File: src/rtl/uart_pkg.sv
// uart_pkg: shared receiver state encoding, 8N1 frame constants and baud timing helper.
package uart_pkg;

  typedef enum logic [1:0] {
    ST_IDLE,
    ST_START,
    ST_DATA,
    ST_STOP
  } rx_state_t;

  localparam int unsigned DATA_BITS = 8;
  localparam int unsigned STOP_BITS = 1;

  function automatic int unsigned symbol_edge_time(input int unsigned clock_freq,
                                                   input int unsigned baud_rate);
    return clock_freq / baud_rate;
  endfunction

endpackage

File: src/rtl/uart_rx_buffered_if.sv
// uart_rx_buffered_if: valid/ready byte stream from the receive queue to the MMIO logic.
interface uart_rx_buffered_if;
  logic [7:0] data_out;
  logic       data_out_valid;
  logic       data_out_ready;

  modport master (
    output data_out,
    output data_out_valid,
    input  data_out_ready
  );

  modport slave (
    input  data_out,
    input  data_out_valid,
    output data_out_ready
  );
endinterface

File: src/rtl/sync_fifo.sv
// sync_fifo: single-clock FIFO, DEPTH a power of two; push while full is accepted only with a pop.
module sync_fifo #(
  parameter int unsigned WIDTH = 8,
  parameter int unsigned DEPTH = 8
) (
  input  logic                     clk,
  input  logic                     rst,
  input  logic                     push,
  input  logic                     pop,
  input  logic [WIDTH-1:0]         din,
  output logic [WIDTH-1:0]         dout,
  output logic                     full,
  output logic                     empty,
  output logic [$clog2(DEPTH):0]   count
);
  localparam int unsigned AW = $clog2(DEPTH);
  localparam int unsigned CW = AW + 1;
  localparam logic [AW:0] FULL_CNT = DEPTH[AW:0];

  logic [WIDTH-1:0] mem_q [DEPTH];
  logic [WIDTH-1:0] mem_d [DEPTH];
  logic [AW-1:0]    wr_ptr_q, wr_ptr_d;
  logic [AW-1:0]    rd_ptr_q, rd_ptr_d;
  logic [AW:0]      count_q, count_d;
  logic             wr_en, rd_en;

  assign full  = (count_q == FULL_CNT);
  assign empty = (count_q == '0);
  assign count = count_q;
  assign dout  = mem_q[rd_ptr_q];

  assign rd_en = pop && !empty;
  assign wr_en = push && (!full || rd_en);

  always_comb begin
    mem_d    = mem_q;
    wr_ptr_d = wr_ptr_q;
    rd_ptr_d = rd_ptr_q;
    count_d  = count_q;
    if (wr_en) begin
      mem_d[wr_ptr_q] = din;
      wr_ptr_d        = wr_ptr_q + AW'(1);
    end
    if (rd_en) begin
      rd_ptr_d = rd_ptr_q + AW'(1);
    end
    case ({wr_en, rd_en})
      2'b10:   count_d = count_q + CW'(1);
      2'b01:   count_d = count_q - CW'(1);
      default: count_d = count_q;
    endcase
  end

  // Storage is cleared so the head reads 0x00 straight out of reset.
  always_ff @(posedge clk) begin
    if (rst) begin
      mem_q    <= '{default: '0};
      wr_ptr_q <= '0;
      rd_ptr_q <= '0;
      count_q  <= '0;
    end else begin
      mem_q    <= mem_d;
      wr_ptr_q <= wr_ptr_d;
      rd_ptr_q <= rd_ptr_d;
      count_q  <= count_d;
    end
  end
endmodule

File: src/rtl/uart_rx_buffered.sv
// uart_rx_buffered: 8N1 UART receiver with mid-bit sampling feeding a receive queue.
// UART_RX_FIFO_EN selects a FIFO_DEPTH-entry FIFO; otherwise a single holding register.
module uart_rx_buffered
  import uart_pkg::*;
#(
  parameter int unsigned CLOCK_FREQ = 50_000_000,
  parameter int unsigned BAUD_RATE  = 115_200,
  parameter int unsigned FIFO_DEPTH = 8
) (
  input  logic                          clk,
  input  logic                          rst,
  input  logic                          serial_in,
  uart_rx_buffered_if.master            rx_if,
  output logic [$clog2(FIFO_DEPTH):0]   fifo_count,
  output logic                          frame_error,
  output logic                          overflow
);
  localparam int unsigned SYMBOL_EDGE_TIME = symbol_edge_time(CLOCK_FREQ, BAUD_RATE);
  localparam int unsigned SAMPLE_TIME      = SYMBOL_EDGE_TIME / 2;
  localparam int unsigned CNT_W            = $clog2(SYMBOL_EDGE_TIME + 1);
  localparam int unsigned IDX_W            = $clog2(DATA_BITS);
  localparam int unsigned FC_W             = $clog2(FIFO_DEPTH) + 1;

  logic [1:0]           sync_q, sync_d;
  logic                 rx;
  rx_state_t            state_q, state_d;
  logic [CNT_W-1:0]     cnt_q, cnt_d;
  logic [IDX_W-1:0]     bit_idx_q, bit_idx_d;
  logic [DATA_BITS-1:0] shift_q, shift_d;
  logic                 frame_error_q, frame_error_d;
  logic                 overflow_q, overflow_d;
  logic                 half_pt, full_pt;
  logic                 push, pop, full;

  assign sync_d = {sync_q[0], serial_in};
  assign rx     = sync_q[1];

  assign half_pt = (cnt_q == CNT_W'(SAMPLE_TIME));
  assign full_pt = (cnt_q == CNT_W'(SYMBOL_EDGE_TIME - 1));

  // DATA and STOP are entered at the middle of the start bit, so each of their
  // samples lands one full symbol after entry / the previous sample: mid-bit.
  always_comb begin
    state_d       = state_q;
    bit_idx_d     = bit_idx_q;
    shift_d       = shift_q;
    push          = 1'b0;
    frame_error_d = 1'b0;
    case (state_q)
      ST_IDLE: begin
        if (!rx) state_d = ST_START;
      end
      ST_START: begin
        if (half_pt) begin
          if (!rx) begin
            state_d   = ST_DATA;
            bit_idx_d = '0;
          end else begin
            state_d = ST_IDLE;
          end
        end
      end
      ST_DATA: begin
        if (full_pt) begin
          shift_d = {rx, shift_q[DATA_BITS-1:1]};
          if (bit_idx_q == IDX_W'(DATA_BITS - 1)) begin
            state_d = ST_STOP;
          end else begin
            bit_idx_d = bit_idx_q + IDX_W'(1);
          end
        end
      end
      ST_STOP: begin
        if (full_pt) begin
          if (rx) push = 1'b1;
          else    frame_error_d = 1'b1;
          state_d = ST_IDLE;
        end
      end
      default: state_d = ST_IDLE;
    endcase

    if (state_d != state_q) cnt_d = '0;
    else if (full_pt)       cnt_d = '0;
    else                    cnt_d = cnt_q + CNT_W'(1);
  end

  assign pop        = rx_if.data_out_valid && rx_if.data_out_ready;
  assign overflow_d = push && full && !pop;

`ifdef UART_RX_FIFO_EN
  logic fifo_empty;

  sync_fifo #(
    .WIDTH (DATA_BITS),
    .DEPTH (FIFO_DEPTH)
  ) u_fifo (
    .clk   (clk),
    .rst   (rst),
    .push  (push),
    .pop   (pop),
    .din   (shift_q),
    .dout  (rx_if.data_out),
    .full  (full),
    .empty (fifo_empty),
    .count (fifo_count)
  );

  assign rx_if.data_out_valid = !fifo_empty;
`else
  logic                 hold_valid_q, hold_valid_d;
  logic [DATA_BITS-1:0] hold_data_q, hold_data_d;

  assign full = hold_valid_q;

  always_comb begin
    hold_valid_d = hold_valid_q;
    hold_data_d  = hold_data_q;
    if (push && (!full || pop)) begin
      hold_valid_d = 1'b1;
      hold_data_d  = shift_q;
    end else if (pop) begin
      hold_valid_d = 1'b0;
    end
  end

  always_ff @(posedge clk) begin
    if (rst) begin
      hold_valid_q <= 1'b0;
      hold_data_q  <= '0;
    end else begin
      hold_valid_q <= hold_valid_d;
      hold_data_q  <= hold_data_d;
    end
  end

  assign rx_if.data_out       = hold_data_q;
  assign rx_if.data_out_valid = hold_valid_q;
  assign fifo_count           = FC_W'(hold_valid_q);
`endif

  assign frame_error = frame_error_q;
  assign overflow    = overflow_q;

  always_ff @(posedge clk) begin
    if (rst) begin
      sync_q        <= '1;
      state_q       <= ST_IDLE;
      cnt_q         <= '0;
      bit_idx_q     <= '0;
      shift_q       <= '0;
      frame_error_q <= 1'b0;
      overflow_q    <= 1'b0;
    end else begin
      sync_q        <= sync_d;
      state_q       <= state_d;
      cnt_q         <= cnt_d;
      bit_idx_q     <= bit_idx_d;
      shift_q       <= shift_d;
      frame_error_q <= frame_error_d;
      overflow_q    <= overflow_d;
    end
  end
endmodule
File: src/flat_wrapper.sv
// flat-port wrapper written by rule: the top's interface ports become plain ports
module uart_rx_buffered_flat import uart_pkg::*;
#(
  parameter int unsigned CLOCK_FREQ = 50_000_000,
  parameter int unsigned BAUD_RATE  = 115_200,
  parameter int unsigned FIFO_DEPTH = 8
)
  (clk, rst, serial_in, fifo_count, frame_error, overflow, rx_if_data_out, rx_if_data_out_valid, rx_if_data_out_ready);
  uart_rx_buffered_if rx_if_i ();
  input  logic clk;
  input  logic rst;
  input  logic serial_in;
  output logic [$clog2(FIFO_DEPTH):0] fifo_count;
  output logic frame_error;
  output logic overflow;
  output wire logic [$bits(rx_if_i.data_out)-1:0] rx_if_data_out;
  output wire logic [$bits(rx_if_i.data_out_valid)-1:0] rx_if_data_out_valid;
  input wire logic [$bits(rx_if_i.data_out_ready)-1:0] rx_if_data_out_ready;
  assign rx_if_data_out = rx_if_i.data_out;
  assign rx_if_data_out_valid = rx_if_i.data_out_valid;
  assign rx_if_i.data_out_ready = rx_if_data_out_ready;
  uart_rx_buffered #(.CLOCK_FREQ(CLOCK_FREQ), .BAUD_RATE(BAUD_RATE), .FIFO_DEPTH(FIFO_DEPTH)) u_core (.clk(clk), .rst(rst), .serial_in(serial_in), .rx_if(rx_if_i), .fifo_count(fifo_count), .frame_error(frame_error), .overflow(overflow));
endmodule
File: config.mk
export PLATFORM = sky130hd
export DESIGN_NAME = uart_rx_buffered_flat
export DESIGN_NICKNAME = d
export VERILOG_FILES = /design/src/rtl/uart_pkg.sv /design/src/rtl/uart_rx_buffered_if.sv /design/src/rtl/sync_fifo.sv /design/src/rtl/uart_rx_buffered.sv /design/src/flat_wrapper.sv
export SDC_FILE = /design/constraint.sdc
export NUM_CORES = 1
export LEC_CHECK = 0
export ABC_AREA = 1
export CORE_UTILIZATION = 48
export DETAILED_ROUTE_END_ITERATION = 16
export PLACE_DENSITY = 0.74
export SETUP_SLACK_MARGIN = 0.05
export SLEW_MARGIN = 20
export SYNTH_ARGS = -nofsm -noshare
export SYNTH_HDL_FRONTEND = slang
export SYNTH_HIERARCHICAL = 1
export SYNTH_SLANG_ARGS = --single-unit
File: constraint.sdc
create_clock -name clk -period 1.27 [get_ports clk]
set_input_delay 0.254 -clock clk [delete_from_list [all_inputs] [get_ports clk]]
set_output_delay 0.254 -clock clk [all_outputs]
set_load 0.05 [all_outputs]
After elaboration in Yosys (flattened, before gate mapping)
Index checks and enable logic that the tools add are counted.
- bits in read-only memories: 0
- latch bits: 0
- register bits after elaboration: 35
- output and inout bits: 15
- memories: 0
- memory bits (writable): 0
- order comparisons: 0
- $mul: 0
- bitwise gates (word level): 2
- div/mod/pow operators: 0
- muxes and demuxes: 18
- reductions and logical operators: 14
- eq/ne operators: 11
- shifts and indexed selects: 0
- $add $sub $neg: 2
- operators by type and width (kind ; number):
    two-way mux 2 bit ; 6
    two-way mux 3 bit ; 4
    adder 9 x 1 -> 9 bit, second input constant ; 1
    == test 9 x 8 -> 1 bit, second input constant ; 1
    == test 9 bit, second input constant ; 1
    case mux 2 bit (4 select lines) ; 1
    two-way mux 1 bit ; 6
    case mux 3 bit (2 select lines) ; 1
    OR reduction 3 bit ; 2
    AND reduction 5 bit ; 1
    == test 2 bit, second input constant ; 2
    logical AND 1 bit ; 4
    != test 2 x 1 -> 1 bit, second input constant ; 2
    != test 2 bit, second input constant ; 2
    nonzero test 2 bit ; 2
    adder 3 x 1 -> 3 bit, second input constant ; 1
    == test 3 bit, second input constant ; 1
    == test 2 x 1 -> 1 bit, second input constant ; 1
    logical NOT 1 bit ; 2
    logical NOT 2 bit ; 1
    != test 2 bit ; 1
    inverter 1 bit ; 2
    AND reduction 2 bit ; 1
    logical OR 1 bit ; 1

Logic depth before layout (Yosys ltp)
Gate-level depths: netlist of the first run.
- depth in word-level cells: 6
- mapped depth: 11
- gate-level depth less buffers: 11

Least setup slack after synthesis of the first run
Ideal clock, no wire load.
- kind: register to register
- from: register u_core.hold_valid_q, in the netlist u_core/rx_if.data_out_valid
- to: register u_core.hold_data_q[0], in the netlist u_core/rx_if.data_out[0]
- setup time: 0.116 ns
- cell stages (with the launch flop): 6
- data arrival time: 1.283 ns
- buffers on the path: 0
- setup slack: -0.129 ns
- cell sequence: dfxtp_1 > inv_1 > nor2_1 > nor2_8 > o21ai_0 > nor2_1
- cells in the longest elaborated chain, start to end: 3
- elaborated cells between the ends (all ways): 4
- those cells by class: 4 x reduce/logical
- RTL lines (item ; line ; source):
    start: declaration ; uart_rx_buffered.sv:111 ; logic hold_valid_q, hold_valid_d;
    start signal: assignment ; uart_rx_buffered.sv:132 ; hold_valid_q <= hold_valid_d;
    logical NOT 1 bit or logical AND 1 bit (tied branches) ; uart_rx_buffered.sv:119, uart_rx_buffered.sv:88 ;
    logical OR 1 bit (*) ; uart_rx_buffered.sv:119 ; if (push && (!full || pop)) begin
    logical AND 1 bit (*) ; uart_rx_buffered.sv:119 ;
    end signal: assignment ; uart_rx_buffered.sv:133 ; hold_data_q <= hold_data_d;
    end: declaration ; uart_rx_buffered.sv:112 ; logic [DATA_BITS-1:0] hold_data_q, hold_data_d;
Every way passes the cells marked *; elsewhere a longest branch is shown, timed or not.
A chain may end at the register's enable or synchronous reset.

Final worst setup path of the first run
- from: register u_core.cnt_q[1]
- to: register u_core.cnt_q[1]
- cells in the longest elaborated chain, start to end: 5
- elaborated cells between the ends (all ways): 9
- those cells by class: 1 x add/sub; 3 x eq/ne; 4 x mux; 1 x reduce/logical
- RTL lines (item ; line ; source):
    start: declaration ; uart_rx_buffered.sv:27 ; logic [CNT_W-1:0] cnt_q, cnt_d;
    start signal: assignment ; uart_rx_buffered.sv:157 ; cnt_q <= cnt_d;
    == test 9 bit or == test 9 x 8 -> 1 bit (tied branches) ; uart_rx_buffered.sv:39, uart_rx_buffered.sv:38 ;
    two-way mux 2 bit, on equally long branches ; uart_rx_buffered.sv:74, uart_rx_buffered.sv:54, uart_rx_buffered.sv:64 ;
    case mux 2 bit (4 select lines) ; uart_rx_buffered.sv:49 ; case (state_q)
    != test 2 bit ; uart_rx_buffered.sv:83 ; if (state_d != state_q) cnt_d = '0;
    OR reduction 3 bit (no line) ; - ;
Parallel ways exist; a longest one is shown, timed or not.

==> summary by stage, run 1 <==
Status
The run finished, with violations left. The checks that failed: negative setup slack.

Global routing
In the global route stage, overall resource usage came out at 20.7%. The number of global-route vias before repair was 1212. The number of antenna violations at the first check in global routing is 0.

Entering global routing, the biggest net connects 19 pins. The global-route wire length before repair is between 5000 and 6000 um. The total overflow left after global routing is 0.

Power
The overall power after layout is about 2100 uW. The combinational group share of total power is 9.7%. The cell-internal power is approximately 1600 uW.

Summed over all nets, the switching power comes to 488 uW. In this run the power density over the cells is 939 mW/mm^2. Of the total power, the share spent switching nets is about a quarter.

The worst voltage drop across the vdd grid is 0.681 mV. The relative contribution of sequential cells to total power is 54.1%. Summed over all cells, the static leakage comes to 0.000934 uW.

The clock network is responsible for 36.2% of the overall power.

Cells and area
The total of fill cells in the finished design is between 200 and 250. The area of the multi-input gates is just over 800 um^2. The final layout contains roughly 250 nets. The share of final-layout standard cells stronger than drive strength 1 is 36.9%.

The repair_antennas step left the layout with diodes totalling 0. The final non-filler cell total is 285. Compared with the post-synthesis result, the final layout area differs by 45.3%. The most common cell after layout, fill and taps aside is nor2_1. In the final layout, flip-flops and latches occupy slightly above 700 um^2.

Leaving out fill and tap cells, the most frequent cells in the layout are nor2_1 (37), dfxtp_1 (31), buf_4 (23).

Drt
The detailed router finished its first iteration with approximately 50 violations. The number of detailed-route iterations in the first pass is 4. In the routed design, unresolved DRC markers number 0. In the final routed layout, each cell accounts on average for 11.5 um. The final layout contains routed wiring with a total length of 3280 um. Across all layers, the routed design uses 1349 vias. After detailed routing, the number of vias per cell comes to ~4.7. The number of nets with antenna violations after detailed routing is 0.

Placed design
Including well taps, the total number of placed cells is 275. The detailed placement HPWL is 2190 um. Routability-driven placement finished with a final weighted congestion of 0.815.

The count of buffers from port buffering is 15.

Clock network
Clock tree synthesis selected as its root buffer the cell clkbuf_4. Clock latency on the worst-skew pair, taken at its later pin, is 0.34 ns. The number of buffers added by the clock tree synthesis step is 5. CTS built an H-tree with a depth of 2. The clock-pin slew of the registers on the worst-case setup and hold paths is around 0.11 ns. The clock sink total is 35. No sink is reached through more buffers than the 2 on the longest clock path.

The clock tree from TritonCTS is built.

Yosys
The synthesized instance count is 196. After synthesis, the cell types taking the most area are dfxtp_1 (46%), nor2_1 (11%), o21ai_0 (5.5%). The Yosys step of the flow raised 6 warnings.

The sequential area share after synthesis is 45.6%. After synthesis the cells add up to 0.00154 mm^2. Counting flops with an async set or reset pin after synthesis yields a share of 0%.

The share of synthesized area in the top cell type comes to between 40 and 50%. Counting flops with a built-in enable in the synthesized netlist gives 0. The cell type with the highest aggregate area in the netlist is dfxtp_1. The average instance in the mapped netlist occupies 7.83 um^2. After synthesis, the netlist uses 31 different library cells. The flop and latch count out of synthesis is 35. The most used flip-flop cell after synthesis is dfxtp_1.

Floorplan
The die outline area is ~0.0034 mm^2. The count of standard-cell rows is 20. The effective utilization at floorplan is 50.3%. The number of top-level design ports is 19. The die is 58.6 um tall.

The die is 58.6 um wide. The core region is 0.00305 mm^2.

Min path
The path class of the tightest hold or removal check is flop to flop.

STA
The count of final max-slew check failures is 0. The final clock period utilization by the worst path is 113%. The final worst-path setup slack is -0.163 ns.

The top achievable clock speed is 0.698 GHz. Across the routed clock network, the largest skew measured is 0.0155 ns. The post-route setup TNS is -3.31 ns.

The final hold violation count is 0. The final critical path time including I/O delays and setup is approximately 1.4 ns. Setup violations remaining at the end of the flow were counted as 30. Setup repair after global routing could not meet its margin everywhere.

Run
The tool flagged a number of max-cap violations equal to 0.

Critical path
The startpoint-to-endpoint class of the critical path is flop to flop. The critical path endpoint category is a flop. Of all nets on the critical path, the largest fanout is 5. At the worst endpoint, the arrival time is approximately 1.7 ns. At the worst endpoint, the required time is 1.54 ns. STA classifies the critical path startpoint as a flop.
==> power by group through the flow <==
stage / Combinational [uW] / Sequential, uW / Clock, uW
6_report: 203 / 1130 / 758
5_1_grt: 221 / 1140 / 820
4_1_cts: 183 / 1130 / 777
3_5_place_dp: 172 / 1160 / 0
3_3_place_gp: 169 / 1160 / 0
2_1_floorplan: 120 / 1160 / 0
==> layer usage <==
layer / global-route usage, % / vias to the layer above / part of all wire, %
li1: - / 698 / -
met1: 24.9 / 619 / 47
met2: 34.3 / 28 / 49
met3: 7.47 / 4 / 3.4
met4: 7.14 / 0 / 1.2
met5: 0 / - / 0
==> layout make-up <==
| type | instances | area share, % |
|---|---|---|
| multi-input combinational | 134 | 37.1 |
| sequential | 35 | 31.6 |
| timing repair buffer | 41 | 21.4 |
| inverter | 24 | 4.26 |
| tap | 44 | 2.47 |
| clock buffer | 6 | 1.85 |
| clock inverter | 1 | 1.35 |
==> final timing paths <==
check | from | endpoint | slack (ns) | cells after the start
worst max-delay path | u_core/cnt_q[1] | u_core/cnt_q[1] | -0.16 | 10
worst min-delay path | u_core/sync_q[0] | u_core/sync_q[1] | 0.44 | 1
worst max register to register | u_core/cnt_q[1] | u_core/cnt_q[1] | -0.16 | 10
worst min register to register | u_core/sync_q[0] | u_core/sync_q[1] | 0.44 | 1
==> critical path: stages, from the launching register on <==
cell     delay, ns
dfxtp_2       0.33
inv_2         0.06
ha_4          0.14
nand2_2       0.06
nor2_4        0.10
nand3_4       0.10
nand2_2       0.09
nand4_1       0.14
nand2_2       0.14
nand2_2       0.10
nor2_1        0.10
==> through the flow <==
stage                     util (%)  hold slack [ns]  instance area, um^2  setup slack [ns]
after floorplan                  -            0.358                 1580           -0.0943
after global placement        67.0            0.412                 2050            -0.146
after detailed placement      67.0            0.420                 2050            -0.171
after CTS                     70.9            0.450                 2160            -0.154
after global routing          73.1            0.468                 2230            -0.284
final                         73.1            0.441                 2230            -0.163
==> logic make-up (layout without fill, tap and decap cells) <==
logic type	after synthesis	count (layout)	synth area share (%)
AOI/OAI and AO/OA	28	28	9.29
xor gates and xnor gates	7	7	3.99
adders and majority gates	4	4	3.26
buffers and inverters	31	72	9.05
DFF	35	35	45.6
other	1	3	0.244
and+or+nand+nor	90	92	28.5
==> state kept, by name (all words and copies together) (netlist names) <==
| name | count |
|---|---|
| u_core/bit_idx_q | 3 |
| u_core/cnt_q | 9 |
| u_core/frame_error | 1 |
| u_core/overflow | 1 |
| u_core/rx_if.data_out | 8 |
| u_core/rx_if.data_out_valid | 1 |
| u_core/shift_q | 8 |
| u_core/state_q | 2 |
| u_core/sync_q | 2 |
==> Yosys cell counts (2+ instances only) <==
cell type  instances
nor2_1            44
xnor2_1            3
a21oi_1            8
xor2_1             4
nor3_1             2
nand2_2            3
nand2_1           19
nor2_2             4
o21ai_1            2
buf_4              4
ha_1               4
nand3_1            8
inv_1             21
clkinv_1           2
dfxtp_1           35
o21ai_0           17
or2_2              2
==> timing repair <==
item | 4_1_cts | 5_1_grt
setup endpoints to repair | 33 | 33
setup buffers | 1 | 0
endpoints found under the hold margin | 0 | 0
pin swaps | 11 | 5
gates resized for setup | 16 | 18
gates cloned | 1 | 1
hold buffers | 0 | 0
Power figures use the tool's default switching activity.
==> run 2, diff against run 1 <==
--- a/config.mk
+++ b/config.mk
@@ -6,9 +6,11 @@
 export NUM_CORES = 1
 export LEC_CHECK = 0
 export ABC_AREA = 1
+export CORE_MARGIN = 5
 export CORE_UTILIZATION = 48
 export DETAILED_ROUTE_END_ITERATION = 16
 export PLACE_DENSITY = 0.74
+export REMOVE_ABC_BUFFERS = 1
 export SETUP_SLACK_MARGIN = 0.05
 export SLEW_MARGIN = 20
 export SYNTH_ARGS = -nofsm -noshare
==> run 2 against run 1 <==
  * The run still ends with negative setup slack left
  * Fmax shrank 3.5%
  * Cell count increased by 1.1%
  * First-iteration DRC count rose by 59%
  * Critical endpoint unchanged
  * Global-route usage down 2.7 points
  * Clock power decreased by 24%
==> summary by stage, run 2 (same netlist as run 1, synthesis figures left out) <==
Drt
The total wire length after detailed routing is 3810 um. The number of nets with antenna violations after detailed routing is 0. The number of detailed-route iterations in the first pass is 5. For this run, design rule violations remaining after detail routing come to 0.

The detailed router finished its first iteration with 81 violations. The total vias in the final route is 1461. The mean routed wirelength per cell is 13.2 um. The via count normalized by instance count is 5.07.

Cells and area
The share of final-layout standard cells stronger than drive strength 1 is 46.7%. The most common cell after layout, fill and taps aside is nor2_1. The multi-input combinational cells in the finished layout cover a total of 915 um^2. The total of fill cells in the finished design is 207.

Once layout is done, the placed cells without fillers occupy 0.00232 mm^2. The number of nets at the end of the flow is 251. The area growth from synthesis to final layout is 51.1%. 0 antenna diodes ended up in the layout. Across the whole layout, storage elements account for 707 um^2.

The register ranked first by flip-flop count is u_core/cnt_q. The library cells used most frequently in the layout, excluding fill and tap cells, are nor2_1 (32), dfxtp_1 (30), buf_4 (24). The register with the most flip-flops in the layout has 9 of them. The final core area utilization is 76.0%. The final non-filler cell total is 288.

Min path
The min-delay analysis places its worst path in the category flop to flop. For hold timing, the worst endpoint is u_core/sync_q[1]. Counting instances, the worst hold path has a depth of 1. The startpoint identified for the worst hold timing path is u_core/sync_q[0].

STA
Setup total negative slack on the finished layout was measured at -4.76 ns. The worst clock skew is 0.0115 ns. Setup violations remaining at the end of the flow were counted as 33. The top achievable clock speed is 0.673 GHz. The final clock period utilization by the worst path is 117%.

The final critical path time including I/O delays and setup is 1.49 ns. The count of final max-slew check failures was 0. The final hold violation count was 0.

Across all setup checks in the final design, the least slack found is -0.216 ns. Setup repair after global routing could not meet its margin everywhere.

Global routing
The number of antenna violations at the first check in global routing is 0. The number of global-route vias before repair is around 1300. The maximum number of pins on one net before global-route repair is 19. The leftover overflow at the end of global routing is 0. The global-route wire length before repair is about 5900 um. Global routing consumed, over all layers together, 18.0% of the routing resources.

Critical path
The signal on the critical path passes through inv_2, ha_4, nand2_2, inv_2, nand2_2, nor2_4, buf_6, o211ai_1, nand2_1, inv_2, nand2_4, nor2_2. The highest-delay cell along the critical path is dfxtp_2. Along the worst path, the maximum fanout reaches 5. The largest single stage delay on the critical path is 0.34 ns. The startpoint identified for the worst register-to-register timing path is u_core/cnt_q[1]. In this run the critical register-to-register path is captured at u_core/cnt_q[1]. STA classifies the critical path endpoint as a flop. For the worst setup path, the data required time is 1.54 ns. The number of cells on the worst reg-to-reg path is 12.

The worst reg-to-reg setup slack is -0.22 ns. The critical path contains buffers and inverters numbering 4 combined. The critical path in this run is classified as flop to flop. The most numerous cell type found on the critical path is inv_2. The category of cells accounting for the largest share of critical-path delay is simple AND/OR/NAND/NOR gates.

The category of the worst setup path launch point is a flop. The critical path arrival is 1.76 ns.

Status
The final reports fail on negative setup slack. The flow ran to the end, but the final reports show violations.

Floorplan
The floorplan step defined a die boundary enclosing 0.00443 mm^2. The die is 66.6 um tall. From left edge to right edge, the die measures 66.6 um. For this configuration, the core starts out at a cell density of approximately half.

The area inside the core boundary is 0.00305 mm^2. The floorplan has 20 rows. 19 I/O pins were placed.

Power
The switching share of total power is 26.4%. The cell-internal power is 1430 uW. The worst voltage drop across the vdd grid is 0.638 mV. The analysis attributes to net switching a power of between 500 and 600 uW. Per report_power, the clock group accounts for 29.6% of the total. The combinational group share of total power is a little under an eighth. For this design the ratio of total power to cell area is around 840 mW/mm^2.

The total leakage power is 0.000932 uW. The share of total power dissipated in sequential elements is 58.4%.

Clock network
The clock-pin slew of the registers on the worst-case setup and hold paths is about 0.10 ns. The clock tree root buffer cell is clkbuf_4. Counting the buffers created by CTS gives 5. The maximum level of the CTS H-tree is 2. The clock passes through at most 2 buffers. The clock tree from TritonCTS is built. At the later pin of the worst-skew pair, clock insertion delay measures 0.34 ns. The clock drives 35 sinks.

Placed design
The area after detailed placement is 0.00198 mm^2. Input and output buffers added on the ports amount to 15. After legalization and detailed placement, the total HPWL measured between 2000 and 2500 um. The placer congestion estimate is 0.851.

Counting tap cells, the placed design contains a total of 272 instances. The pre-CTS setup slack is -0.204 ns.

Run
The max-capacitance violation count is 0.
==> run 2: final cells by class <==
type / count / share of cell area [%]
clock buffers: 7 / 1.94
clock inverters: 1 / 0.216
multi-input cells: 134 / 39.4
repair buffers: 43 / 21.4
inverters: 24 / 4.21
well taps: 44 / 2.37
flip-flops and latches: 35 / 30.5
==> run 2: power by group through the flow <==
stage	logic [uW]	clock network, uW	registers [uW]
finish	231	574	1130
detailed placement	159	0	1150
floorplan	96.3	0	1150
global route	247	654	1140
CTS	203	587	1130
global placement	156	0	1150
==> run 2: through the flow <==
step | hold WS, ns | total power (uW)
floorplan | 0.323 | 1250
global placement | 0.393 | 1310
detailed placement | 0.396 | 1310
CTS | 0.421 | 1920
global route | 0.450 | 2040
finish | 0.418 | 1940
==> run 2: worst max path at each step <==
stage	startpoint	endpoint	slack, ns	cells after the start
floorplan	u_core/rx_if.data_out_valid	u_core/rx_if.data_out[0]	-0.46	5
global placement	u_core/cnt_q[1]	u_core/rx_if.data_out[1]	-0.16	11
detailed placement	u_core/cnt_q[1]	u_core/rx_if.data_out[0]	-0.20	11
CTS	u_core/cnt_q[1]	u_core/cnt_q[0]	-0.19	12
global route	u_core/cnt_q[1]	u_core/cnt_q[3]	-0.31	10
finish	u_core/cnt_q[1]	u_core/cnt_q[1]	-0.22	12
==> run 2: repair_timing <==
| item | in CTS | in global routing |
|---|---|---|
| setup endpoints to repair | 34 | 34 |
| pin swaps | 22 | 16 |
| gates cloned | 2 | 0 |
| hold buffers | 0 | 0 |
| gates resized for setup | 42 | 38 |
| setup buffers | 5 | 2 |
==> run 2: per-layer routing <==
metal | routed length [um] | GRT usage [%] | vias to the layer above
li1 | - | - | 710
met1 | 1470 | 20.1 | 688
met2 | 2010 | 30.8 | 47
met3 | 199 | 6.41 | 16
met4 | 135 | 7.61 | 0
met5 | 0 | 0 | -
==> run 3, diff against run 2 <==
--- a/config.mk
+++ b/config.mk
@@ -7,9 +7,11 @@
 export LEC_CHECK = 0
 export ABC_AREA = 1
 export CORE_MARGIN = 5
-export CORE_UTILIZATION = 48
+export CORE_UTILIZATION = 51
+export CTS_BUF_LIST = sky130_fd_sc_hd__clkbuf_4 sky130_fd_sc_hd__clkbuf_8
 export DETAILED_ROUTE_END_ITERATION = 16
-export PLACE_DENSITY = 0.74
+export MAX_ROUTING_LAYER = met4
+export PLACE_DENSITY = 0.78
 export REMOVE_ABC_BUFFERS = 1
 export SETUP_SLACK_MARGIN = 0.05
 export SLEW_MARGIN = 20
==> run 3 against run 2 <==
  * The flow still finishes with violations (negative setup slack)
  * Non-clock buffer count fell by 1
  * Clock power rose by 42%
  * Routed wire length rose by 13%
  * Critical path depth fell by 1
  * Sequential share of layout area rose by 0.061 points
  * Combinational power rose by 6%
  * Utilization rose by 1.6 points
  * Flip-flop and latch count did not move
  * Sequential power barely moved
  * Global-route usage rose by 1.7 points
  * Cell count fell by 4.2%
  * Critical path type unchanged
==> summary by stage, run 3 (same netlist as run 1, synthesis figures left out) <==
Status
The flow ran to the end, but the final reports show violations. The checks that failed: negative setup slack.

STA
Counting I/O delays and the setup requirement, the final critical path takes 1.56 ns. The final number of setup-violating endpoints is 32. The worst clock skew is 0.0155 ns. Setup repair after global routing could not meet its margin everywhere. Setup slack on the critical path of the routed design comes to -0.287 ns. The worst hold slack is 0.483 ns.

Based on the critical path, the design can be clocked at up to 0.642 GHz. The final hold violation count was 0. The count of final max-slew check failures is 0.

The final clock period utilization by the worst path is 123%.

Critical path
The number of cells on the worst reg-to-reg path is 11. The critical path goes through inv_2, ha_4, nand2_2, inv_2, nand2_2, nor2_4, nand3_1, nand4_1, nand2_2, nand2_4, nor2_1. The category of cells accounting for the largest share of critical-path delay is simple AND/OR/NAND/NOR gates. Among the stages of the critical path, the cell type that occurs most often is nand2_2.

The critical path arrival is 1.80 ns. The worst register-to-register path ends at u_core/cnt_q[0]. For flop-to-flop paths, the worst setup slack is -0.29 ns. The startpoint-to-endpoint class of the critical path is flop to flop.

The data required time of the worst path is 1.52 ns. The highest net fanout along the worst path is 5. In this design, the stage delay of the slowest critical-path cell is 0.34 ns. STA classifies the critical path startpoint as a flop. The critical path endpoint category is a flop. The sum of buffers and inverters on the critical path is 2. On the critical path, the stage with the largest delay is an instance of dfxtp_2.

The startpoint identified for the worst register-to-register timing path is u_core/cnt_q[1].

Clock network
The clock latency on the worst-skew pair is 0.35 ns. The hold-fix buffer count after cts is 0. The clock-pin slew of the registers on the worst-case setup and hold paths is 0.12 ns. The clock tree from TritonCTS is built. TritonCTS created 5 clock buffers.

The H-tree was split into 2 levels. CTS saw 35 sinks. Clock tree synthesis selected as its root buffer the cell clkbuf_4. The deepest clock path buffer count is 2.

Power
The worst voltage drop across the vdd grid is 0.818 mV. The power per unit of standard cell area is 950 mW/mm^2. The total leakage power is 0.000973 uW.

Cells and area
The most common cell after layout, fill and taps aside is nor2_1. The register ranked first by flip-flop count is u_core/cnt_q. The number of nets at the end of the flow is 250. The total inserted antenna cells is 0. The top cell types in the final layout, fill and taps aside, are nor2_1 (38), dfxtp_1 (31), buf_4 (21). The share of final-layout standard cells stronger than drive strength 1 is between 40% and 50%.

The finished layout cell area is 0.00231 mm^2. The final core area utilization is ~78%. The register with the most flip-flops in the layout has 9 of them. The area growth from synthesis to final layout is 50.5%.

Floorplan
The die is roughly 65 um tall. The floorplan step defined a die boundary enclosing 0.00421 mm^2. The effective utilization at floorplan is between 50 and 60%.

The area inside the core boundary is 0.00298 mm^2. 19 I/O pins were placed. The count of standard-cell rows is 20. In this run the horizontal extent of the chip is 64.9 um.

Placed design
The detailed placement HPWL is 2350 um. Once placement finished, the instance area stood at ~0.002 mm^2. The placer congestion estimate is 0.882. The count of buffers from port buffering is 15. Timing analysis after detailed placement gives a worst setup slack of -0.215 ns.

Global routing
The maximum number of pins on one net before global-route repair is 19. The number of antenna violations at the first check in global routing is 0. The total global routing track utilization is 19.7%.

The global-route wire length before repair is just over 6000 um. The number of global-route vias before repair is 1373. The leftover overflow at the end of global routing is 0.

Min path
The worst min-delay path class is flop to flop. The startpoint identified for the worst hold timing path is u_core/bit_idx_q[2]. The worst-case hold path end point is u_core/bit_idx_q[2].

The number of cells on the worst hold path is 2.

Drt
The first detailed-routing pass ran for 4 iterations. The via count normalized by instance count is 5.26. The number of nets with antenna violations after detailed routing is 0. The total wire length after detailed routing is 4290 um. The first routing iteration left 172 violations. After detailed routing, the average wire length per cell comes to 15.5 um. The post-detailed-route DRC marker count is 0.

Detailed routing inserted a total of 1453 vias.

Run
The tool flagged a number of max-cap violations equal to 0.
run 3: cell types whose count changed in the layout (fill, tap and decap cells not counted), sizes merged:
cell	change
buf	-1
clkinv	+1
bufinv	+1
clkbuf	-2
run 3: what timing repair did:
| item | CTS | global route |
|---|---|---|
| endpoints found under the setup margin | 34 | 33 |
| hold endpoints to repair | 0 | 0 |
| setup buffers | 4 | 4 |
| cloned | 2 | 0 |
| gates resized for setup | 35 | 40 |
| pin swaps | 12 | 28 |
run 3: worst reg2reg max path: cells and delay by family, from the launching register on:
family	cells	cell delay [ns]
adder cells (fa/ha/maj)	1	0.16
buffers and inverters	2	0.12
AND/OR/NAND/NOR	8	0.83
flip-flops	1	0.34
run 3: routing by layer:
| layer | part of all wire (%) | track usage, % | up-vias |
|---|---|---|---|
| met4 | 2.2 | 9.23 | 0 |
| met1 | 42 | 22.0 | 689 |
| met2 | 52 | 33.6 | 47 |
| met3 | 4.1 | 4.16 | 11 |
| met5 | 0 | - | - |
| li1 | - | - | 706 |
run 3: cell type report:
class	count	area, um^2
Fill cell	182	667
Clock buffer	5	37.5
Multi-Input combinational cell	134	895
Timing Repair Buffer	42	495
Inverter	24	92.6
Tap cell	33	41.3
Sequential cell	35	706
Clock inverter	3	43.8
run 3: report_power, final:
part	switching, uW	internal, uW	leakage (uW)
Combinational	148	96.0	0.000643
Clock	401	414	0.0000452
Sequential	18.6	1120	0.000285
run 3: how the worst max path moves through the flow:
stage / from / to / slack, ns / depth (start not counted)
floorplan: u_core/rx_if.data_out_valid / u_core/rx_if.data_out[0] / -0.46 / 5
global placement: u_core/cnt_q[1] / u_core/rx_if.data_out[5] / -0.14 / 11
detailed placement: u_core/cnt_q[1] / u_core/rx_if.data_out[1] / -0.22 / 11
CTS: u_core/cnt_q[1] / u_core/rx_if.data_out[3] / -0.19 / 11
global route: u_core/cnt_q[1] / u_core/cnt_q[4] / -0.41 / 11
finish: u_core/cnt_q[1] / u_core/cnt_q[0] / -0.29 / 11
run 3: stage by stage:
stage                     instances  TNS [ns]  power [uW]
after floorplan                 191     -6.30        1250
after global placement          260     -3.06        1300
after detailed placement        260     -4.77        1310
after CTS                       274     -4.63        2150
after global routing            276    -10.01        2260
final                           276     -7.09        2190
